`config.mk`:
```
export PLATFORM = sky130hd
export DESIGN_NAME = packet_injector
export DESIGN_NICKNAME = d
export VERILOG_FILES = /design/src/rtl/inj_pkg.sv /design/src/rtl/inj_fifo.sv /design/src/rtl/packet_injector.sv
export SDC_FILE = /design/constraint.sdc
export NUM_CORES = 1
export LEC_CHECK = 0
export BUFFER_PORTS_ARGS = -buffer_cell sky130_fd_sc_hd__buf_2
export CAP_MARGIN = 10
export CORE_MARGIN = 1
export CORE_UTILIZATION = 30
export DETAILED_ROUTE_END_ITERATION = 7
export HOLD_SLACK_MARGIN = 0.03
export SYNTH_ARGS = -nofsm -noshare
export SYNTH_HDL_FRONTEND = slang
export SYNTH_SLANG_ARGS = --single-unit
```
`constraint.sdc`:
```
create_clock -name clk -period 4.6 [get_ports clk]
set_input_delay 0.69 -clock clk [delete_from_list [all_inputs] [get_ports clk]]
set_output_delay 0.69 -clock clk [all_outputs]
set_load 0.05 [all_outputs]
```
`src/rtl/inj_pkg.sv`:
```
// inj_pkg: register map, control/status bit positions, read sentinels and emit-state type (GAPW only with INJ_GAP_EN)
package inj_pkg;
  localparam logic [2:0] A_CTRL  = 3'b000;
  localparam logic [2:0] A_PORT1 = 3'b001;
  localparam logic [2:0] A_PORT2 = 3'b010;
  localparam logic [2:0] A_PORT3 = 3'b011;
  localparam logic [2:0] A_FILL1 = 3'b100;
  localparam logic [2:0] A_FILL2 = 3'b101;
  localparam logic [2:0] A_FILL3 = 3'b110;
  localparam logic [2:0] A_SENT  = 3'b111;
  localparam int B_GO    = 0;
  localparam int B_FLUSH = 1;
  localparam int B_OVF   = 7;
  localparam logic [7:0] RD_IDLE = 8'd251;
  localparam logic [7:0] RD_WO   = 8'd252;
`ifdef INJ_GAP_EN
  typedef enum logic [1:0] {E_IDLE, E_SEND, E_GAPW} emit_e;
`else
  typedef enum logic {E_IDLE, E_SEND} emit_e;
`endif
endpackage

```
`src/rtl/inj_fifo.sv`:
```
// inj_fifo: synchronous FIFO with flush; pushes while full and pops while empty are ignored
module inj_fifo #(
  parameter int DEPTH = 16,
  parameter int DW    = 8
) (
  input  logic                         clk,
  input  logic                         reset_n,
  input  logic                         push_i,
  input  logic                         pop_i,
  input  logic                         flush_i,
  input  logic [DW-1:0]                din_i,
  output logic [DW-1:0]                dout_o,
  output logic                         full_o,
  output logic                         empty_o,
  output logic [$clog2(DEPTH+1)-1:0]   count_o
);
  localparam int AW = $clog2(DEPTH);
  localparam int CW = $clog2(DEPTH + 1);
  logic [DW-1:0] mem_q [DEPTH];
  logic [AW-1:0] wr_q, rd_q;
  logic [CW-1:0] cnt_q;
  logic do_push, do_pop;
  assign full_o  = cnt_q == CW'(DEPTH);
  assign empty_o = cnt_q == '0;
  assign do_push = push_i && !full_o;
  assign do_pop  = pop_i && !empty_o;
  assign dout_o  = mem_q[rd_q];
  assign count_o = cnt_q;
  // Storage: written only on an accepted push.
  always_ff @(posedge clk) begin
    if (do_push) mem_q[wr_q] <= din_i;
  end
  // Pointers and occupancy; flush overrides any concurrent push or pop.
  always_ff @(posedge clk or negedge reset_n) begin
    if (!reset_n) begin
      wr_q  <= '0;
      rd_q  <= '0;
      cnt_q <= '0;
    end else begin
      wr_q  <= flush_i ? '0 : wr_q + AW'(do_push);
      rd_q  <= flush_i ? '0 : rd_q + AW'(do_pop);
      cnt_q <= flush_i ? '0 : cnt_q + CW'(do_push) - CW'(do_pop);
    end
  end
endmodule

```
`src/rtl/packet_injector.sv`:
```
// packet_injector: Avalon-MM loaded three-port byte injector, paced by ready; define INJ_GAP_EN for GAP idle cycles after each byte
module packet_injector
  import inj_pkg::*;
#(
  parameter int DEPTH = 16,
  parameter int GAP   = 4
) (
  input  logic       clk,
  input  logic       reset_n,
  input  logic       chipselect,
  input  logic       write,
  input  logic       read,
  input  logic [2:0] address,
  input  logic [7:0] writedata,
  output logic [7:0] readdata,
  output logic [7:0] data1,
  output logic [7:0] data2,
  output logic [7:0] data3,
  output logic       en1,
  output logic       en2,
  output logic       en3,
  input  logic       ready1,
  input  logic       ready2,
  input  logic       ready3
);
  localparam int CW = $clog2(DEPTH + 1);
  localparam logic [2:0] A_PORT [3] = '{A_PORT1, A_PORT2, A_PORT3};
  logic [2:0] ready, push, pop, full, empty, en;
  logic [7:0] head [3];
  logic [CW-1:0] fill [3];
  emit_e st_q [3];
  logic [7:0] data_q [3];
  logic go_q, ovf_q;
  logic [7:0] sent_q, rd_q, rd_d;
  logic bus_wr, ctrl_wr, flush;

  if (DEPTH < 2 || DEPTH > 128 || (DEPTH & (DEPTH - 1)) != 0 || GAP < 0) begin : g_bad_param
    $error("packet_injector: DEPTH must be a power of 2 in 2..128 and GAP must be non-negative");
  end

  assign ready   = {ready3, ready2, ready1};
  assign bus_wr  = chipselect && write;
  assign ctrl_wr = bus_wr && address == A_CTRL;
  assign flush   = ctrl_wr && writedata[B_FLUSH];

  for (genvar k = 0; k < 3; k++) begin : g_port
    assign push[k] = bus_wr && address == A_PORT[k] && |writedata;
    assign en[k]   = st_q[k] == E_SEND;
    inj_fifo #(.DEPTH(DEPTH), .DW(8)) u_fifo (
      .clk     (clk),
      .reset_n (reset_n),
      .push_i  (push[k]),
      .pop_i   (pop[k]),
      .flush_i (flush),
      .din_i   (writedata),
      .dout_o  (head[k]),
      .full_o  (full[k]),
      .empty_o (empty[k]),
      .count_o (fill[k])
    );
  end

`ifdef INJ_GAP_EN
  localparam bit GAP_ON = GAP > 0;
  localparam int GW = GAP > 0 ? $clog2(GAP + 1) : 1;
  logic [GW-1:0] gap_q [3];
`endif

  // Launch decision per port: running, data queued, switch ready, and not cooling down.
  always_comb begin
    for (int k = 0; k < 3; k++) begin
`ifdef INJ_GAP_EN
      pop[k] = go_q && !empty[k] && ready[k] &&
               (st_q[k] == E_IDLE || (st_q[k] == E_SEND && !GAP_ON) ||
                (st_q[k] == E_GAPW && gap_q[k] == GW'(GAP)));
`else
      pop[k] = go_q && !empty[k] && ready[k];
`endif
    end
  end

  // Emit FSMs: register the popped head for a one-cycle en pulse, then optionally wait out the gap.
  always_ff @(posedge clk or negedge reset_n) begin
    if (!reset_n) begin
      for (int k = 0; k < 3; k++) begin
        st_q[k]   <= E_IDLE;
        data_q[k] <= '0;
`ifdef INJ_GAP_EN
        gap_q[k]  <= '0;
`endif
      end
    end else begin
      for (int k = 0; k < 3; k++) begin
        if (pop[k]) begin
          st_q[k]   <= E_SEND;
          data_q[k] <= head[k];
`ifdef INJ_GAP_EN
        end else if (st_q[k] == E_SEND && GAP_ON) begin
          st_q[k]  <= E_GAPW;
          gap_q[k] <= GW'(1);
        end else if (st_q[k] == E_GAPW && gap_q[k] != GW'(GAP)) begin
          gap_q[k] <= gap_q[k] + 1'b1;
`endif
        end else begin
          st_q[k] <= E_IDLE;
        end
      end
    end
  end

  // Read mux: status, fill levels, emitted count; sentinels for write-only and no-read cycles.
  always_comb begin
    rd_d = RD_IDLE;
    if (chipselect && read) begin
      case (address)
        A_CTRL:  rd_d = {ovf_q, full, empty, go_q};
        A_FILL1: rd_d = 8'(fill[0]);
        A_FILL2: rd_d = 8'(fill[1]);
        A_FILL3: rd_d = 8'(fill[2]);
        A_SENT:  rd_d = sent_q;
        default: rd_d = RD_WO;
      endcase
    end
  end

  // GO, sticky overflow, emitted-byte counter and registered read data.
  always_ff @(posedge clk or negedge reset_n) begin
    if (!reset_n) begin
      go_q   <= 1'b0;
      ovf_q  <= 1'b0;
      sent_q <= '0;
      rd_q   <= '0;
    end else begin
      go_q   <= ctrl_wr ? writedata[B_GO] : go_q;
      ovf_q  <= |(push & full) ? 1'b1 : (ctrl_wr && writedata[B_OVF]) ? 1'b0 : ovf_q;
      sent_q <= sent_q + 8'(en[0]) + 8'(en[1]) + 8'(en[2]);
      rd_q   <= rd_d;
    end
  end

  assign readdata = rd_q;
  assign data1    = data_q[0];
  assign data2    = data_q[1];
  assign data3    = data_q[2];
  assign en1      = en[0];
  assign en2      = en[1];
  assign en3      = en[2];
endmodule
```
# After elaboration in Yosys (flattened, before gate mapping)
# Memories as Yosys holds them, arrays and structs flattened. A register that Yosys moved wholly into a read port is not among the register bits.
# Cells that the tools add are included.
# word_totals
mem_bits_rw,384
rom_bits,0
memories,3
wordCells,106
out_inout_bits,35
latch_bits,0
regBits,60
# classes
n_shift,0
add_sub_neg,15
reduce_logical,39
n_div,0
eq_ne,10
muxes,22
n_mul,0
bitwise_logic,1
order_cmp,0
# memory_table
memory,words,width,rd,rd_clocked_by_memory_dff,write_ports,line_no,source
g_port[0].u_fifo.mem_q,16,8,1,1,1,inj_fifo.sv:19,logic [DW-1:0] mem_q [DEPTH];
g_port[1].u_fifo.mem_q,16,8,1,1,1,inj_fifo.sv:19,
g_port[2].u_fifo.mem_q,16,8,1,1,1,inj_fifo.sv:19,
# ops
op,count
8-bit one-hot mux with 5 select lines,1
4-bit by 1-bit adder with 4-bit output,6
8-bit by 1-bit adder with 8-bit output,3
4-bit 2-to-1 mux,6
1-bit logical AND,23
5-bit by 1-bit adder with 5-bit output,3
5-bit == test (second input constant),3
5-bit zero test,3
5-bit 2-to-1 mux,3
5-bit by 1-bit subtractor with 5-bit output,3
3-bit == test (second input constant),4
1-bit 2-to-1 mux,11
1-bit zero test,9
8-bit 2-to-1 mux,1
8-bit OR reduction,1
3-bit by 2-bit == test with 1-bit output (second input constant),2
3-bit AND,1
3-bit by 1-bit == test with 1-bit output (second input constant),1
3-bit zero test,1
3-bit OR reduction,1
2-bit nonzero test,1

# Logic depth before layout (Yosys ltp)
# Gate-level depths: netlist of the first run.
# depth
word_depth,7
depth_mapped,15
mapped_depth_nobuf,13

# By module
# A second synthesis of the first run with hierarchy kept.
# hier_totals
cells_unflattened,1092
hier_area_um2,19273.5
# by_module_without_submodules
mod,n_inst,cells_per_inst,area_per_inst_um2
inj_fifo,3,288,5716.7
packet_injector,1,228,2123.3

# Least setup slack after synthesis of the first run
# OpenSTA, ideal clock, no wires.
# synth_timing
path_kind,register -> register
startpoint,register g_port[1].u_fifo.cnt_q[2]
endpoint,register g_port[1].u_fifo.cnt_q[4]
path_slack_ps,1562
period_less_slack_ps,3038
required_time_ps,4465
stages_incl_launch_ff,16
arrival_time_ps,2903
path_cell_list,dfrtp_1 inv_1 ha_1 or4b_4 and3_1 buf_6 buf_2 ha_1 inv_1 ha_1 inv_1 fa_1 nor2b_1 o21bai_1 a21oi_1 nor3b_1
# synth_between
elab_chain_cells,7
word_cells_on_any_way,11
# synth_lines
element,line_no,source
from (decl),inj_fifo.sv:21,logic [CW-1:0] cnt_q;
from (signal assigned),inj_fifo.sv:42,cnt_q <= flush_i ? '0 : cnt_q + CW'(do_push) - CW'(do_pop);
"parallel branches: the longest is 5 deep, another holds 5-bit by 1-bit adder with 5-bit output",-,
5-bit by 1-bit subtractor with 5-bit output *,inj_fifo.sv:42,
5-bit 2-to-1 mux *,inj_fifo.sv:42,
# Every way passes the cells marked *.
# A chain may end at the register's enable or synchronous reset.

# Worst setup path after layout of the first run
# layout_timing
startpoint,register g_port[0].u_fifo.cnt_q[2]
endpoint,register g_port[0].u_fifo.cnt_q[4]
# layout_between
elab_chain_cells,7
word_cells_on_any_way,11
# layout_lines
element,line_no
from (decl),inj_fifo.sv:21
from (signal assigned),inj_fifo.sv:42
"parallel branches: the longest is 5 deep, another holds 5-bit by 1-bit adder with 5-bit output",-
5-bit by 1-bit subtractor with 5-bit output *,inj_fifo.sv:42
5-bit 2-to-1 mux *,inj_fifo.sv:42
# Marked as above.

==> metrics.txt, run 1 <==
status finished, final reports clean; # IOs 54; synth warn 0; Synth Register Bits 468; Max Fclk 0.288 GHz; Seq/Total Area, Yosys 0.712; power per cell area 569 mW/mm2; gpl congestion 0.776; vias in the first global route 9932; final std cells w/o fill 2009; WP buf/inv 3; worst-skew pair later-pin latency 0.56 ns; GRT overflow 0; Crit. End Element flop; Synth area leaders edfxtp_1, mux4_2, dfrtp_1; dpl cells 1924; Fillers 5984; clk buf depth 3; clk_skew 0.0179 ns; initial antenna violation count 2; Root Buffer clkbuf_16; Critical Path Slowest Stage Cell and3_1; Crit Path Category flop to flop; CTS tree yes; setup violators final 0; initial DRC count 679; number of max-cap violations 0; first-pass GRT wire length 63500 um; die area 0.0648 mm2; gr usage total 0.132; final wirelength 42100 um; fin crit share 0.756; total CTS buffers 46; Slew @ Worst Pin 1.24 ns; post-detail-place hpwl 26800 um; Hold Vio Cnt, Final 0; DIE HEIGHT 255 um; H-tree depth 2; WP data required 5.07 ns; RSZ-0062 raised after global routing no; Place WS 0.921 ns; Tot Pwr 12.5 mW; Worst Hold Class input port to async pin; R2R setup slack 1.12 ns; multi-input logic area 0.00510 mm2; Placeable Area 0.0631 mm2; final worst setup slack 1.12 ns; Mean Syn Cell Area 18.5 um2; number of synthesized flops with an enable pin 384; Placed Instance Area 0.0205 mm2; post-layout util 0.349; CP delay by family, top simple AND/OR/NAND/NOR gates; Max Transition Viols Final 0; crit-path max FO 19; mapped cell area 0.0191 mm2; Num Clock Sinks 468; drt first pass iters 5; nets 1183; final hold slack 0.182 ns; vias per cell 4.81; async set or reset register ratio after synthesis 0.179; Syn-to-layout area delta 15.0%; setup TNS 0 ns; Synth area leader edfxtp_1; hold_buf cts 0; row cnt 92; Rel. slew slack 0.165; wire per inst 21.0 um; Mapped Nets 1092; main flop type after synthesis edfxtp_1; number of nets with antenna violations after routing 0; fraction of layout cells with a size suffix above 1 0.264; Yosys top cell area share 0.603; Worst EP arrival 3.95 ns; Crit path largest cell delay 0.53 ns; IO Port Bufs 53; die width 255 um; setup repair bufs after CTS 0; register area 0.0136 mm2; worst path cell trace inv_1, ha_1, or4b_1, and3_1, ha_1, inv_1, ha_1, inv_1, fa_1, nor2b_1, o21bai_1, nand3_1, nor3b_1; post-route cell area 0.0220 mm2; CP startpoint kind flop; Clock transition at path regs 0.06 ns; LEAKAGE 7.48 nW; largest net degree at the start of global routing 55; Final min period 3.48 ns; DRC 0; routed vias 9667; starting density of the core 0.303; Post-Synthesis Cells 1036; count of cell types in the netlist 53; Max IR drop VDD 299 uV; Post-CTS Resized 0
-- layout by cell type (no fill, tap or decap), drive strengths merged, types with 3 or more instances in the layout --
cell,instances
edfxtp,384
buf,102
o22ai,25
bufinv,4
nand3b,3
nor4,10
a21o,5
nand2b,12
or2,3
ha,32
nand2,22
nor3b,3
dfrtp,84
or4b,3
nor3,33
clkinv,15
mux4,98
and2,5
a2111oi,3
o21bai,3
nor2,62
fa,5
clkinvlp,3
a221oi,24
mux2i,28
o21ai,5
inv,32
and3,7
clkbuf,60
xnor2,12
nand3,14
nor2b,21
xor2,12
a21oi,11
-- state kept, by name, summed over array words and instances (netlist names) --
register               count
data1                      8
data2                      8
data3                      8
en1                        1
en2                        1
en3                        1
g_port.u_fifo.count_o     15
g_port.u_fifo.mem_q      384
g_port.u_fifo.rd_q        12
g_port.u_fifo.wr_q        12
go_q                       1
ovf_q                      1
readdata                   8
sent_q                     8
-- cells in the mapped netlist (all sizes together) (14+ instances only) --
cell and instances:
mux2i 28, ha 32, a221oi 24, inv 31, nor2b 21, nor2 62
o22ai 25, dfrtp 84, clkbuf 27, nor3 33, buf 32, edfxtp 384
nand3 14, mux4 98, nand2 22
-- worst paths after layout --
| kind | start | cells after the start | to |
|---|---|---|---|
| min reg2reg | sent_q[7] | 1 | sent_q[7] |
| max reg2reg | g_port[0].u_fifo.count_o[2] | 13 | g_port[0].u_fifo.count_o[4] |
| min | reset_n | 1 | g_port[2].u_fifo.rd_q[1] |
| max in group asynchronous | reset_n | 2 | g_port[1].u_fifo.count_o[1] |
| max | g_port[0].u_fifo.count_o[2] | 13 | g_port[0].u_fifo.count_o[4] |
| min in group clk | ready1 | 2 | en1 |
-- cell type report --
| type | instances | area share |
|---|---|---|
| multi-input cells | 478 | 0.232 |
| inverters | 31 | 0.00529 |
| well taps | 846 | 0.0481 |
| flip-flops and latches | 468 | 0.620 |
| clock inverters | 23 | 0.00989 |
| clock buffers | 60 | 0.0557 |
| repair buffers | 102 | 0.0298 |
| diodes | 1 | 0.000114 |
-- worst register-to-register path, stage by stage (launching register included) --
cell,delay [ns]
dfrtp_1,0.42
inv_1,0.11
ha_1,0.16
or4b_1,0.51
and3_1,0.53
ha_1,0.43
inv_1,0.06
ha_1,0.16
inv_1,0.06
fa_1,0.40
nor2b_1,0.18
o21bai_1,0.10
nand3_1,0.08
nor3b_1,0.18
-- logic make-up after synthesis --
group / synth area share
multiplexers: 0.131
flip-flops: 0.712
AO/OA/AOI/OAI: 0.0411
AND/OR/NAND/NOR: 0.0573
XOR/XNOR: 0.0110
adder cells (fa/ha/maj): 0.0262
buffers and inverters: 0.0212
-- power by group --
| part | total [mW] | internal, mW | switching (mW) |
|---|---|---|---|
| clock | 3.65 | 2.10 | 1.55 |
| sequential | 5.58 | 4.90 | 0.676 |
| combinational | 3.30 | 1.54 | 1.76 |
-- metal layers --
metal  up-vias  share of wire  global-route usage
li1       4295              -                   -
met1      5103           0.45               0.180
met2       214           0.49               0.220
met3        55          0.045              0.0228
met4         0          0.017              0.0313
met5         -              0                   0
(Power assumes the default switching activity.)
==> inputs of run 2 (changes only) <==
==> constraint.sdc (replaced) <==
create_clock -name clk -period 2.87 [get_ports clk]
set_input_delay 0.4305 -clock clk [delete_from_list [all_inputs] [get_ports clk]]
set_output_delay 0.4305 -clock clk [all_outputs]
set_load 0.05 [all_outputs]
==> run 2 against run 1 <==
Against the previous run: first-iteration DRC count shrank 4.3%; via count grew 0.57%; worst setup slack lost 1.1 ns; fmax grew 24%; largest cell class unchanged; highest routed layer unchanged.
==> metrics.txt, run 2 (synthesis gave the netlist of run 1 again) <==
Max IR drop VDD 432 uV (+45%); R2R setup slack 0.06 ns (-1.06 ns); Crit path largest cell delay 0.48 ns (-0.05 ns); CP delay by family, top simple AND/OR/NAND/NOR gates; initial DRC count 650 (-4.3%); drt first pass iters 5 (unchanged); fin crit share 0.978 (+0.222); LEAKAGE 7.75 nW (+3.7%); Tot Pwr 20.7 mW (+65%); crit-path max FO 3 (-16); die width 255 um (unchanged); hold path endpoint en1; Critical Path Slowest Stage Cell or4b_4; Placed Instance Area 0.0211 mm2 (+2.8%); Psw 6.63 mW (+67%); post-detail-place hpwl 26300 um (-1.6%); row cnt 92 (unchanged); status finished, final reports clean; final wirelength 41900 um (-0.51%); hold depth 2; Syn-to-layout area delta 19.0%; worst path cell trace inv_1, ha_2, or4b_4, and3_2, ha_4, inv_1, ha_2, inv_2, fa_2, nor2b_1, o21bai_1, a21oi_1, nor3b_2; starting density of the core 0.303 (unchanged); # IOs 54 (unchanged); Worst Hold Class input port to flop; CTS tree yes; Placeable Area 0.0631 mm2 (unchanged); r2r startpoint g_port[0].u_fifo.count_o[3]; clk buf depth 3 (unchanged); commonest non-fill, non-tap cell in the layout edfxtp_1; first-pass GRT wire length 63800 um (+0.53%); die area 0.0648 mm2 (unchanged); gr usage total 0.133 (+0.000389); setup TNS 0 ns (unchanged); initial antenna violation count 0 (-2); Worst EP arrival 3.26 ns (-0.69 ns); IO Port Bufs 53 (unchanged); Rel. slew slack 0.404 (+0.239); Max Transition Viols Final 0 (unchanged); CP startpoint kind flop; n_diodes 0 (-1); DRC 0 (unchanged); number of nets with antenna violations after routing 0 (unchanged); DIE HEIGHT 255 um (unchanged); RSZ-0062 raised after global routing yes; combinational share of power 0.298 (+0.035); Max Fclk 0.356 GHz (+24%); max FFs per register 384 (unchanged); number of max-cap violations 0 (unchanged); Hold Vio Cnt, Final 0 (unchanged); Worst Hold Launch ready1; Slew @ Worst Pin 0.887 ns (-0.356 ns); most frequent cells in the layout edfxtp_1, mux4_2, dfrtp_1; Clock transition at path regs 0.06 ns (about the same); fraction of layout cells with a size suffix above 1 0.317 (+0.0528); post-route cell area 0.0228 mm2 (+3.5%); Fillers 5965 (-0.32%); vias in the first global route 10200 (+2.4%); Sw Share 0.320 (+0.00215); power per cell area 910 mW/mm2 (+60%); worst-skew pair later-pin latency 0.60 ns (+0.04 ns); gpl congestion 0.792 (+2.1%); vias per cell 4.74 (-1.5%); Internal 14.1 mW (+65%); Final min period 2.81 ns (-0.670 ns); Crit Path Category flop to flop; Levels on crit path 13 (unchanged); H-tree depth 2 (unchanged); GRT overflow 0 (unchanged); setup violators final 0 (unchanged); clock network power share 0.294 (+0.003); Num Clock Sinks 468 (unchanged); largest net degree at the start of global routing 50 (-9.1%); Most flops, register g_port.u_fifo.mem_q; Crit. End Element flop; reg-to-reg endpoint g_port[0].u_fifo.count_o[4]; reg2reg path depth 13 (unchanged); clk_skew 0.0340 ns (+0.0161 ns); routed vias 9722 (+0.57%); wire per inst 20.4 um (-2.5%); nets 1220 (+3.1%); Root Buffer clkbuf_16; total CTS buffers 49 (+6.5%); WP buf/inv 3 (unchanged); WP data required 3.32 ns (-1.75 ns); sequential cell fraction of total power 0.409 (-0.036)
==> run 2: cell count changes in the layout (fill, tap and decap cells not counted), moves of 6 or more <==
cell      before  now
inv_2          0    6
nor2_2         0   12
buf_4         49   61
nor2_1        62   50
clkinv_1       7   13
ha_1          32   23
inv_1         31   25
buf_12         0   22
==> run 2: layer usage <==
layer | share of wire | track usage
met2 | 0.49 | 0.215
met3 | 0.039 | 0.0214
met1 | 0.45 | 0.182
met5 | 0 | 0
met4 | 0.022 | 0.0414
==> run 2: how the worst max path moves through the flow <==
stage / from / end / slack (ns)
global route: g_port[0].u_fifo.count_o[3] / g_port[0].u_fifo.count_o[4] / -0.09
CTS: g_port[1].u_fifo.count_o[2] / g_port[1].u_fifo.mem_q[2][6] / 0.003
floorplan: g_port[1].u_fifo.count_o[3] / g_port[1].u_fifo.count_o[4] / 0.01
global placement: writedata[2] / g_port[1].u_fifo.mem_q[0][0] / 0.03
finish: g_port[0].u_fifo.count_o[3] / g_port[0].u_fifo.count_o[4] / 0.06
detailed placement: writedata[2] / g_port[1].u_fifo.mem_q[0][6] / -0.06
==> run 2: timing repair <==
item,4_1_cts,5_1_grt
endpoints found under the setup margin,16,83
pin swaps,0,6
hold endpoints to repair,40,0
hold buffers,1,0
buffers inserted,0,4
gates resized for setup,2,21
==> run 2: layout make-up <==
class                   count  area, um2  area share
well taps                 846       1060      0.0465
clock buffers              68       1360      0.0597
clock inverters            24        185     0.00813
inverters                  31        116     0.00511
flip-flops and latches    468      13600       0.599
repair buffers            136       1170      0.0513
multi-input cells         478       5250       0.231
==> run 2: per-stage QoR <==
step                      hold WS, ns  instances  setup slack [ns]   util
after floorplan                 0.135       1036            0.0106      -
after detailed placement        0.464       1954           -0.0635  0.335
final                           0.133       2051            0.0620  0.361
after global routing            0.113       2051           -0.0855  0.361
after CTS                      0.0937       2047           0.00342  0.360
after global placement          0.457       1954            0.0263  0.335
==> run 2: power groups by stage <==
| stage | Combinational, mW | Clock (mW) | Sequential (mW) |
|---|---|---|---|
| after global placement | 6.12 | 0 | 8.60 |
| after CTS | 6.22 | 6.24 | 8.48 |
| after detailed placement | 6.19 | 0 | 8.61 |
| after global routing | 6.70 | 6.47 | 8.56 |
| final | 6.17 | 6.08 | 8.47 |
| after floorplan | 4.03 | 0 | 8.95 |
==> run 2: worst reg2reg max path, cell delays in order, from the launching register on <==
cell and delay [ns]:
dfrtp_1 0.38, inv_1 0.08, ha_2 0.18, or4b_4 0.48
and3_2 0.25, ha_4 0.21, inv_1 0.05, ha_2 0.18
inv_2 0.04, fa_2 0.33, nor2b_1 0.16, o21bai_1 0.13
a21oi_1 0.17, nor3b_2 0.06
